$ cat config.mk
export PLATFORM = sky130hd
export DESIGN_NAME = seg_scan_ctrl
export DESIGN_NICKNAME = d
export VERILOG_FILES = /design/src/rtl/seg_scan_ctrl.sv
export SDC_FILE = /design/constraint.sdc
export NUM_CORES = 1
export LEC_CHECK = 0
export CORE_MARGIN = 8
export CORE_UTILIZATION = 30
export DETAILED_ROUTE_END_ITERATION = 7
export GPL_ROUTABILITY_DRIVEN = 0
export GPL_TIMING_DRIVEN = 0
export SETUP_SLACK_MARGIN = 0.15
export SYNTH_ARGS = -nofsm -noshare
export SYNTH_HDL_FRONTEND = slang
export SYNTH_SLANG_ARGS = --single-unit
export TNS_END_PERCENT = 5
$ cat constraint.sdc
create_clock -name clk -period 2.49 [get_ports clk]
set_input_delay 0.3735 -clock clk [delete_from_list [all_inputs] [get_ports clk]]
set_output_delay 0.3735 -clock clk [all_outputs]
set_load 0.02 [all_outputs]
$ cat src/rtl/seg_scan_ctrl.sv
// Four-digit multiplexed 7-segment scan controller with anti-ghost blanking and frame-synchronous data commit.
// Optional leading-zero blanking is enabled by defining SEG_SCAN_LZB_EN.
module seg_scan_ctrl #(
   parameter int TICK_DIV  = 50000,
   parameter int BLANK_CYC = 16
) (
   input  logic        clk,
   input  logic        rst,
   input  logic        load,
   input  logic [15:0] din,
   input  logic [3:0]  dp_in,
   input  logic [3:0]  dig_en,
   output logic        ld_ack,
   output logic [3:0]  an,
   output logic [3:0]  hex,
   output logic        blank,
   output logic        dp_n,
   output logic        dbg_state
);

   localparam int CW = (TICK_DIV > 1) ? $clog2(TICK_DIV) : 1;
   localparam logic [CW-1:0] CNT_MAX    = CW'(TICK_DIV - 1);
   localparam logic [CW-1:0] SHOW_START = CW'(BLANK_CYC - 1);

   typedef enum logic {ST_BLANK = 1'b0, ST_SHOW = 1'b1} state_t;

   state_t        state_q, state_d;
   logic [CW-1:0] cnt_q, cnt_d;
   logic [1:0]    idx_q, idx_d;
   logic [15:0]   disp_q, disp_d, pend_data_q, pend_data_d;
   logic [3:0]    disp_dp_q, disp_dp_d, pend_dp_q, pend_dp_d;
   logic          pend_q, pend_d;
   logic          ld_ack_q, ld_ack_d;
   logic [3:0]    an_q, an_d, hex_q, hex_d;
   logic          blank_q, blank_d, dp_n_q, dp_n_d;
   logic          last_slot, frame_end, lzb_blank, digit_on;

`ifdef SEG_SCAN_LZB_EN
   // A digit is a leading zero when it and every digit to its left are zero and it carries no point.
   always_comb begin
      lzb_blank = (idx_q != 2'd0) && ((disp_q >> {idx_q, 2'b00}) == 16'h0000)
                  && !disp_dp_q[idx_q];
   end
`else
   assign lzb_blank = 1'b0;
`endif

   always_comb begin
      last_slot = (cnt_q == CNT_MAX);
      frame_end = last_slot && (idx_q == 2'd3);
      cnt_d     = last_slot ? '0 : cnt_q + 1'b1;
      idx_d     = last_slot ? idx_q + 2'd1 : idx_q;

      state_d = state_q;
      case (state_q)
         ST_BLANK: if (cnt_q == SHOW_START) state_d = ST_SHOW;
         ST_SHOW:  if (last_slot) state_d = ST_BLANK;
         default:  state_d = ST_BLANK;
      endcase

      // A load in the boundary cycle itself wins over anything already pending.
      disp_d      = disp_q;
      disp_dp_d   = disp_dp_q;
      pend_d      = pend_q;
      pend_data_d = pend_data_q;
      pend_dp_d   = pend_dp_q;
      ld_ack_d    = 1'b0;
      if (frame_end) begin
         if (load) begin
            disp_d    = din;
            disp_dp_d = dp_in;
            pend_d    = 1'b0;
            ld_ack_d  = 1'b1;
         end else if (pend_q) begin
            disp_d    = pend_data_q;
            disp_dp_d = pend_dp_q;
            pend_d    = 1'b0;
            ld_ack_d  = 1'b1;
         end
      end else if (load) begin
         pend_data_d = din;
         pend_dp_d   = dp_in;
         pend_d      = 1'b1;
      end

      digit_on = (state_q == ST_SHOW) && dig_en[idx_q] && !lzb_blank;
      an_d     = digit_on ? ~(4'b0001 << idx_q) : 4'hF;
      hex_d    = digit_on ? disp_q[{idx_q, 2'b00} +: 4] : 4'h0;
      blank_d  = !digit_on;
      dp_n_d   = digit_on ? ~disp_dp_q[idx_q] : 1'b1;
   end

   always_ff @(posedge clk or posedge rst) begin
      if (rst) begin
         state_q     <= ST_BLANK;
         cnt_q       <= '0;
         idx_q       <= 2'd0;
         disp_q      <= 16'h0000;
         disp_dp_q   <= 4'h0;
         pend_q      <= 1'b0;
         pend_data_q <= 16'h0000;
         pend_dp_q   <= 4'h0;
         ld_ack_q    <= 1'b0;
         an_q        <= 4'hF;
         hex_q       <= 4'h0;
         blank_q     <= 1'b1;
         dp_n_q      <= 1'b1;
      end else begin
         state_q     <= state_d;
         cnt_q       <= cnt_d;
         idx_q       <= idx_d;
         disp_q      <= disp_d;
         disp_dp_q   <= disp_dp_d;
         pend_q      <= pend_d;
         pend_data_q <= pend_data_d;
         pend_dp_q   <= pend_dp_d;
         ld_ack_q    <= ld_ack_d;
         an_q        <= an_d;
         hex_q       <= hex_d;
         blank_q     <= blank_d;
         dp_n_q      <= dp_n_d;
      end
   end

   assign ld_ack    = ld_ack_q;
   assign an        = an_q;
   assign hex       = hex_q;
   assign blank     = blank_q;
   assign dp_n      = dp_n_q;
   assign dbg_state = state_q;

endmodule

==> impl_metrics.toml, run 1 <==
[power]
irDropWorstVdd_mv = 0.209
power_frac_seq_pct = 54.8
p_sw_uw = 550
power_density_nw_per_um2 = 567
pwr-share-clk_pct = 35.9
sw_frac_of_total_pct = 23.9
p_int_mw = 1.75
power_mw = 2.30
p_leak_nw = 1.65
comb_power_share_pct = 9.3

[sta]
holdWs_ns = 0.498
report.final.slew_viol_count = 0
slew_headroom_pct = 41.9
tightestPinTransition_ns = 0.871
setup_viol_count_final = 0
finalCritPeriodShare_pct = 91.2
final_hold_viol_count = 0
grt_setup_unrepaired = "true"
skew_ns = 0.0105
timing.fmax_mhz = 441
fin_crit_ns = 2.27

[placement]
placed_cell_area_um2 = 3880
dp_hpwl_um = 5330
io_buffers = 37
dp_cells = 458

[layout]
drive_gt1_share_pct = 16.8
fill_cells = 1067
fin_util_pct = 37.5
syn_to_final_growth_pct = 21.9
stdcell_area_um2 = 4060
stdcell_count = 474
final_nets = 361
diodes = 0

[worst_setup_path]
cp.arrival_ns = 2.50
worstSetupStartpointType = "flop"
slowest_stage = "dfrtp_1"
worstPathRequired_ns = 2.72
reg2reg_slack_ns = 0.22
cp_top_family = "simple AND/OR/NAND/NOR gates"
path_cells = "ha_1 -> and3_1 -> nand3_1 -> o21ai_1 -> buf_2 -> mux2_2"
critPathMaxStageDelay_ns = 0.43
rr_worst_depth = 6
rr_startpoint = "cnt_q[0]"
endpoint_kind = "flop"
cp_max_fo = 10
crit_buf_inv = 1
crit_type = "reg -> reg"
r2r-end = "pend_data_q[5]"

[drt]
firstDrtPassIters = 4
route.detailed.drc = 0
ant_nets = 0
drtIter0Drc = 241
avgRoutedWirePerCell_um = 16.0
wirelength_um = 7560
vias = 2374
viasPerCell = 5.01

[die]
start_util_pct = 30.7
coreArea_um2 = 10800
pin_count = 39
die_w_um = 121
rows = 38
dieArea_um2 = 14700
die_y_um = 121

[synth]
synth_top_area_share_pct = 48.8
synth_warnings = 0
synth_edf_count = 0
netlist_top_cells_count = "65 x dfrtp_1, 21 x inv_1, 20 x mux2_2, 20 x nand3_1, 17 x a221o_1"
synth.distinct_cells = 38
syn_inst = 281
ys_ff_latch = 71
yosysMostFrequentCell = "dfrtp_1"
async_reset_ff_share_pct = 100
syn_nets = 313
synthTopCellsByArea = "dfrtp_1 49%, mux2_2 6.8%, a221o_1 5.1%"
synth.yosys.seq_area_share_pct = 53.5
yosysTopAreaCell = "dfrtp_1"
syn_area_per_cell_um2 = 11.9
synthesis.area_um2 = 3330
ys.flop_type = "dfrtp_1"

[global_routing]
grt.overflow.total = 0
grt_util_all_layers_pct = 10.9
grt_start_max_net_pins = 72
antenna_found_initial = 0
grt_pass1_wl_um = 12700
grt_pass1_vias = 2513

[clocking]
cts_sinks = 71
clock-root-buffer = "clkbuf_8"
clkLatencyLatePin_ns = 0.35
clk_path_buf_depth = 2
cts_tree = "yes"
clkTransAtPathRegs_ns = 0.08
cts_buffers = 9
htree_levels = 3
cts_hold_buf = 0

[outcome]
outcome = "finished clean"

[run]
cap_viol_max_count = 0

[min_path]
hold_end = "pend_data_q[0]"
holdCritPathClass = "reg -> reg"
hold_depth = 1
min_from = "pend_data_q[0]"
kinds of logic (layout without fill, tap and decap cells):
logic type	after synthesis	after routing	synth area share [%]
XOR/XNOR	14	14	3.68
multiplexers	28	28	11.1
buffers and inverters	38	91	4.88
adder cells (fa/ha/maj)	5	5	1.88
flip-flops	71	71	53.5
AO/OA/AOI/OAI	46	46	12.1
AND/OR/NAND/NOR	79	79	12.8
area by class of cell:
cell class	count	area, um^2	share of cell area (%)
Tap cell	140	175	4.31
Multi-Input combinational cell	172	1390	34.3
Buffer	17	83.8	2.06
Inverter	21	81.3	2.00
Clock buffer	13	159	3.91
Timing Repair Buffer	37	370	9.11
Clock inverter	3	17.5	0.431
Sequential cell	71	1780	43.9
cells in the final DEF, fill, tap and decap left out, types with 2 or more instances in the layout:
cell             Yosys  final
mux2_1               2      2
clkbuf_8             0     11
dfstp_2              6      6
clkbuf_1            11     13
mux4_2               5      5
and4_1               4      4
inv_1               21     20
nand3_1             20     20
buf_2                4      4
o21ai_0              2      2
nand2_1             16     16
and3_1               2      2
a2bb2oi_1            3      3
o41ai_1             15     15
and2_1               4      4
o32ai_1              3      3
dfrtp_1             65     65
nand3_2              2      2
nor2b_1              2      2
mux2_2              20     20
xor2_1               6      6
clkdlybuf4s50_1      0     37
nor2_1              14     14
a221o_1             17     17
buf_6                2      2
xnor2_1              8      8
clkinv_2             0      2
ha_1                 5      5
nand4_1              6      6
o22ai_1              3      3
nor3_1               3      3
worst max-delay path by stage:
| stage | from | cells after the start | to |
|---|---|---|---|
| finish | cnt_q[0] | 6 | pend_data_q[5] |
| global placement | rst | 2 | ld_ack |
| CTS | cnt_q[0] | 6 | disp_q[2] |
| detailed placement | cnt_q[0] | 6 | disp_q[9] |
| floorplan | rst | 1 | cnt_q[0] |
| global route | cnt_q[0] | 6 | pend_data_q[5] |
state kept, by name, indices dropped and copies added, names as in the netlist:
signal / flops
blank: 1
dp_n: 1
cnt_q: 16
ld_ack: 1
pend_data_q: 16
disp_q: 16
disp_dp_q: 4
pend_dp_q: 4
hex: 4
idx_q: 2
an: 4
pend_q: 1
dbg_state: 1
worst register-to-register path: stages (launching register included):
cell and delay (ns):
dfrtp_1 0.43, ha_1 0.25, and3_1 0.25, nand3_1 0.30
o21ai_1 0.24, buf_2 0.30, mux2_2 0.38
metal layers:
layer  GRT usage, %  vias up  wire, um
met4           5.17        0       115
li1               -     1141         -
met5              0        -         0
met3           2.61        8       371
met2           17.2       54      3630
met1           13.9     1171      3450
stage by stage:
step | TNS, ns | setup WS, ns
final | 0 | 0.220
after global routing | 0 | 0.0648
after CTS | 0 | 0.171
after detailed placement | 0 | 0.202
after global placement | -60.36 | -0.911
after floorplan | 0 | 0.330
power groups by stage:
stage,clock (mW),combinational (mW),sequential (mW)
floorplan,0,0.120,1.28
global placement,0,0.213,1.28
detailed placement,0,0.219,1.28
CTS,0.854,0.219,1.26
global route,0.913,0.237,1.27
finish,0.827,0.214,1.26
what timing repair did:
action,4_1_cts,5_1_grt
setup buffers,0,0
gates resized for setup,0,1
endpoints found under the setup margin,0,30
No activity file was read; power rests on OpenSTA's default activity.
==> run 2: changes to the inputs <==
CAP_MARGIN = 20   (was unset)
PLACE_DENSITY_LB_ADDON = 0.15   (was unset)
==> run 2 against run 1 <==
Clock-buffer cell count shrank 2. Hold slack got worse by 0.19 ns. Cell area up 2.2%. Flip-flop and latch count stayed put. Total power rose by 10%. Sequential share of layout area fell by 0.95 points. Sequential power about the same. Worst setup slack improved by 0.013 ns. First-iteration DRC count fell by 51%. Non-clock buffer count increased by 1. Utilization grew 0.83 points.
==> impl_metrics.toml, run 2 (synthesis gave the netlist of run 1 again) <==
[worst_setup_path]
r2r-end = "disp_q[5]"
reg2reg_slack_ns = 0.23
crit_type = "reg -> reg"
worstSetupStartpointType = "flop"
rr_worst_depth = 7
endpoint_kind = "flop"
cp.arrival_ns = 2.48
rr_startpoint = "cnt_q[0]"
worstPathRequired_ns = 2.71
cp_max_fo = 10

[global_routing]
antenna_found_initial = 0
grt.overflow.total = 0
grt_pass1_wl_um = 13500
grt_util_all_layers_pct = 11.7
grt_start_max_net_pins = 56
grt_pass1_vias = 2509

[power]
power_density_nw_per_um2 = 611
p_leak_nw = 1.68
irDropWorstVdd_mv = 0.393
power_mw = 2.54

[drt]
avgRoutedWirePerCell_um = 17.0
drtIter0Drc = 119
firstDrtPassIters = 4
ant_nets = 0
wirelength_um = 8070
met2_length_um = 3750
viasPerCell = 5.03
wl_met1_um = 3760
topRoutingLayerUsed = "met4"
dr_wl_met3_um = 422
route.detailed.drc = 0
vias = 2391

[sta]
final_hold_viol_count = 0
skew_ns = 0.0104
slew_headroom_pct = 59.1
fin_crit_ns = 2.26
setup_viol_count_final = 0
holdWs_ns = 0.312
finalCritPeriodShare_pct = 90.6
grt_setup_unrepaired = "true"
setup-tns-final_ns = 0
report.final.slew_viol_count = 0
timing.fmax_mhz = 443
tightestPinTransition_ns = 0.613

[die]
die_w_um = 121
pin_count = 39
die_y_um = 121
coreArea_um2 = 10800
start_util_pct = 30.7
rows = 38
dieArea_um2 = 14700

[outcome]
outcome = "finished clean"

[layout]
layout_common_cells = "65 x dfrtp_1, 37 x clkdlybuf4s50_1, 20 x mux2_2, 20 x inv_1, 19 x nand3_1"
syn_to_final_growth_pct = 24.6
final_common_cell = "dfrtp_1"
top_regs = "cnt_q: 16 flops, disp_q: 16 flops, pend_data_q: 16 flops"
stdcell_area_um2 = 4150
drive_gt1_share_pct = 17.9
final_nets = 362
diodes = 0

[clocking]
cts_buffers = 9
cts_tree = "yes"
clkTransAtPathRegs_ns = 0.08
postCtsSetupBuffers = 0
htree_levels = 3
cts_sinks = 71
clock-root-buffer = "clkbuf_8"
clk_path_buf_depth = 2
clkLatencyLatePin_ns = 0.34

[placement]
io_buffers = 37
placed_cell_area_um2 = 3910
dp_hpwl_um = 5680

[min_path]
holdCritPathClass = "in -> async"

[run]
cap_viol_max_count = 0
[run 2: cell types whose count changed in the layout (fill, tap and decap cells not counted), sizes merged]
cell,previous run,this run
bufinv,0,2
clkbuf,24,23
clkinv,2,1
clkinvlp,1,2
[run 2: layer usage]
layer | vias up | global-route usage [%]
met5 | - | 0
met4 | 0 | 5.32
met3 | 10 | 3.26
met2 | 50 | 17.2
met1 | 1187 | 15.7
li1 | 1144 | -
[run 2: final cells by class]
type | count | area (um^2)
buffer | 17 | 86.3
clock buffer | 11 | 151
clock inverter | 5 | 80.1
fill | 1080 | 6690
inverter | 21 | 81.3
multi-input combinational | 172 | 1400
sequential | 71 | 1780
tap | 140 | 175
timing repair buffer | 38 | 398
[run 2: worst max path at each step]
stage	slack (ns)	endpoint	start	cells after the start
after floorplan	0.33	cnt_q[0]	rst	1
after global placement	-1.06	hex[2]	rst	2
after detailed placement	0.09	disp_q[3]	cnt_q[0]	6
after CTS	0.12	pend_data_q[1]	cnt_q[0]	6
after global routing	0.10	disp_q[2]	cnt_q[0]	7
final	0.23	disp_q[5]	cnt_q[0]	7
[run 2: critical path: stages (launching register included)]
cell,delay [ns]
dfrtp_1,0.44
ha_1,0.27
and3_1,0.27
nand3_2,0.23
or2_1,0.29
buf_6,0.14
buf_6,0.14
a221o_1,0.36
[run 2: repair_timing]
action / 4_1_cts / 5_1_grt
gates cloned: 0 / 0
hold buffers: 0 / 0
gates resized for setup: 1 / 2
endpoints found under the setup margin: 10 / 30
[run 2: where the power goes]
| group | switching, mW | internal (mW) | leakage (nW) |
|---|---|---|---|
| logic | 0.0982 | 0.123 | 0.740 |
| clock network | 0.437 | 0.617 | 0.112 |
| registers | 0.0406 | 1.22 | 0.832 |
| total | 0.575 | 1.96 | 1.68 |
[run 2: per-stage QoR]
stage	worst slack [ns]	util, %	instances
final	0.233	38.3	475
after global placement	-1.06	35.8	458
after global routing	0.100	38.3	475
after floorplan	0.330	-	281
after CTS	0.125	38.3	475
after detailed placement	0.0855	36.1	459
==> run 3: changes to the inputs <==
GPL_TIMING_DRIVEN = unset   (was 0)
==> run 3 against run 2 <==
Maximum frequency is 2.0% higher. Critical path depth is 1 lower. Global-route usage is 0.19 points lower. Flip-flop and latch count stayed put. Die area stayed put. Clock power is 9% lower. Cell area is 0.72% lower. Wire length is 0.35% lower. Cell count is 1.5% lower.
==> impl_metrics.toml, run 3 (synthesis gave the netlist of run 1 again) <==
[outcome]
outcome = "finished clean"

[placement]
dp_cells = 451
placed_cell_area_um2 = 3890
io_buffers = 38
pre_cts_ws_ns = -0.0160
dp_hpwl_um = 5420

[worst_setup_path]
worstSetupStartpointType = "flop"
path_cells = "ha_1 -> and3_1 -> nand3_1 -> o21ai_2 -> buf_4 -> mux2_2"
slowest_stage = "dfrtp_1"
worstPathRequired_ns = 2.72
cp_max_fo = 20
cp.arrival_ns = 2.44
crit_buf_inv = 1
critPathMaxStageDelay_ns = 0.43
endpoint_kind = "flop"
cp_top_family = "simple AND/OR/NAND/NOR gates"
crit_start = "cnt_q[0]"
crit_type = "reg -> reg"
rr_startpoint = "cnt_q[0]"

[layout]
fin_util_pct = 38.0
fill_cells = 1083
top_regs = "cnt_q: 16 flops, disp_q: 16 flops, pend_data_q: 16 flops"
syn_to_final_growth_pct = 23.7
diodes = 0
drive_gt1_share_pct = 18.9
ff_latch_area_um2 = 1780
final_nets = 355
multiInputGateArea_um2 = 1400
final_common_cell = "dfrtp_1"
stdcell_count = 468
layout_common_cells = "65 x dfrtp_1, 38 x clkdlybuf4s50_1, 20 x nand3_1, 20 x mux2_2, 20 x inv_1"
stdcell_area_um2 = 4120

[min_path]
holdCritPathClass = "in -> async"

[die]
rows = 38
coreArea_um2 = 10800
die_w_um = 121
dieArea_um2 = 14700
pin_count = 39
start_util_pct = 30.7
die_y_um = 121

[clocking]
cts_sinks = 71
htree_levels = 3
clkLatencyLatePin_ns = 0.35
clkTransAtPathRegs_ns = 0.08
cts_hold_buf = 0
clock-root-buffer = "clkbuf_8"
cts_buffers = 9
clk_path_buf_depth = 2
cts_tree = "yes"

[drt]
ant_nets = 0
viasPerCell = 5.04
firstDrtPassIters = 5
wirelength_um = 8040
avgRoutedWirePerCell_um = 17.2
drtIter0Drc = 132
vias = 2359
route.detailed.drc = 0

[global_routing]
grt_pass1_vias = 2475
grt_pass1_wl_um = 13200
antenna_found_initial = 0
grt_start_max_net_pins = 72
grt_util_all_layers_pct = 11.5
grt.overflow.total = 0

[sta]
report.final.slew_viol_count = 0
worst_slack_ns = 0.278
grt_setup_unrepaired = "true"
finalCritPeriodShare_pct = 88.8
tightestPinTransition_ns = 0.701
setup_viol_count_final = 0
skew_ns = 0.0110
slew_headroom_pct = 53.3
final_hold_viol_count = 0
fin_crit_ns = 2.21
timing.fmax_mhz = 452

[power]
power_mw = 2.44
irDropWorstVdd_mv = 0.208
p_leak_nw = 1.68
power_density_nw_per_um2 = 593

[run]
cap_viol_max_count = 0
[run 3: worst paths after layout]
kind | to | slack, ns | depth (start not counted)
worst max-delay path | pend_data_q[12] | 0.28 | 6
worst min-delay path | pend_dp_q[3] | 0.43 | 3
worst max register to register | pend_data_q[12] | 0.28 | 6
worst min register to register | pend_data_q[0] | 0.49 | 1
max in group asynchronous | an[1] | 1.73 | 3
min in group clk | pend_data_q[0] | 0.49 | 1
[run 3: final cells by class]
type | instances | share of cell area (%)
Tap cell | 140 | 4.25
Inverter | 21 | 1.91
Sequential cell | 71 | 43.3
Timing Repair Buffer | 48 | 11.7
Multi-Input combinational cell | 172 | 33.9
Clock buffer | 12 | 3.76
Clock inverter | 4 | 1.30
[run 3: routing by layer]
layer / global-route usage [%] / routed length [um] / vias up
met5: 0 / 0 / -
met4: 5.32 / 141 / 0
met3: 3.16 / 410 / 12
met2: 17.4 / 3690 / 52
met1: 15.1 / 3800 / 1173
li1: - / - / 1122
[run 3: through the flow]
stage / hold slack [ns] / setup TNS [ns]
floorplan: 0.464 / 0
global placement: 0.476 / 0
detailed placement: 0.481 / -0.0804
CTS: 0.431 / 0
global route: 0.464 / 0
finish: 0.429 / 0
[run 3: worst register-to-register path, delay by kind of cell (launching register included)]
family	cells	cell delay, ns
and+or+nand+nor	2	0.53
AOI/OAI and AO/OA	1	0.20
DFF	1	0.43
buffers and inverters	1	0.31
muxes	1	0.38
adders and majority gates	1	0.25
[run 3: report_power, final]
part	leakage (nW)	internal [mW]	total, mW	switching, mW
Clock	0.0988	0.520	0.960	0.440
Sequential	0.832	1.22	1.26	0.0385
Combinational	0.746	0.124	0.225	0.101
Total	1.68	1.86	2.44	0.580
[run 3: repair_timing]
action | in CTS | in global routing
pin swaps | 0 | 1
resized for setup | 1 | 0
endpoints found under the setup margin | 17 | 36
buffers inserted | 0 | 1
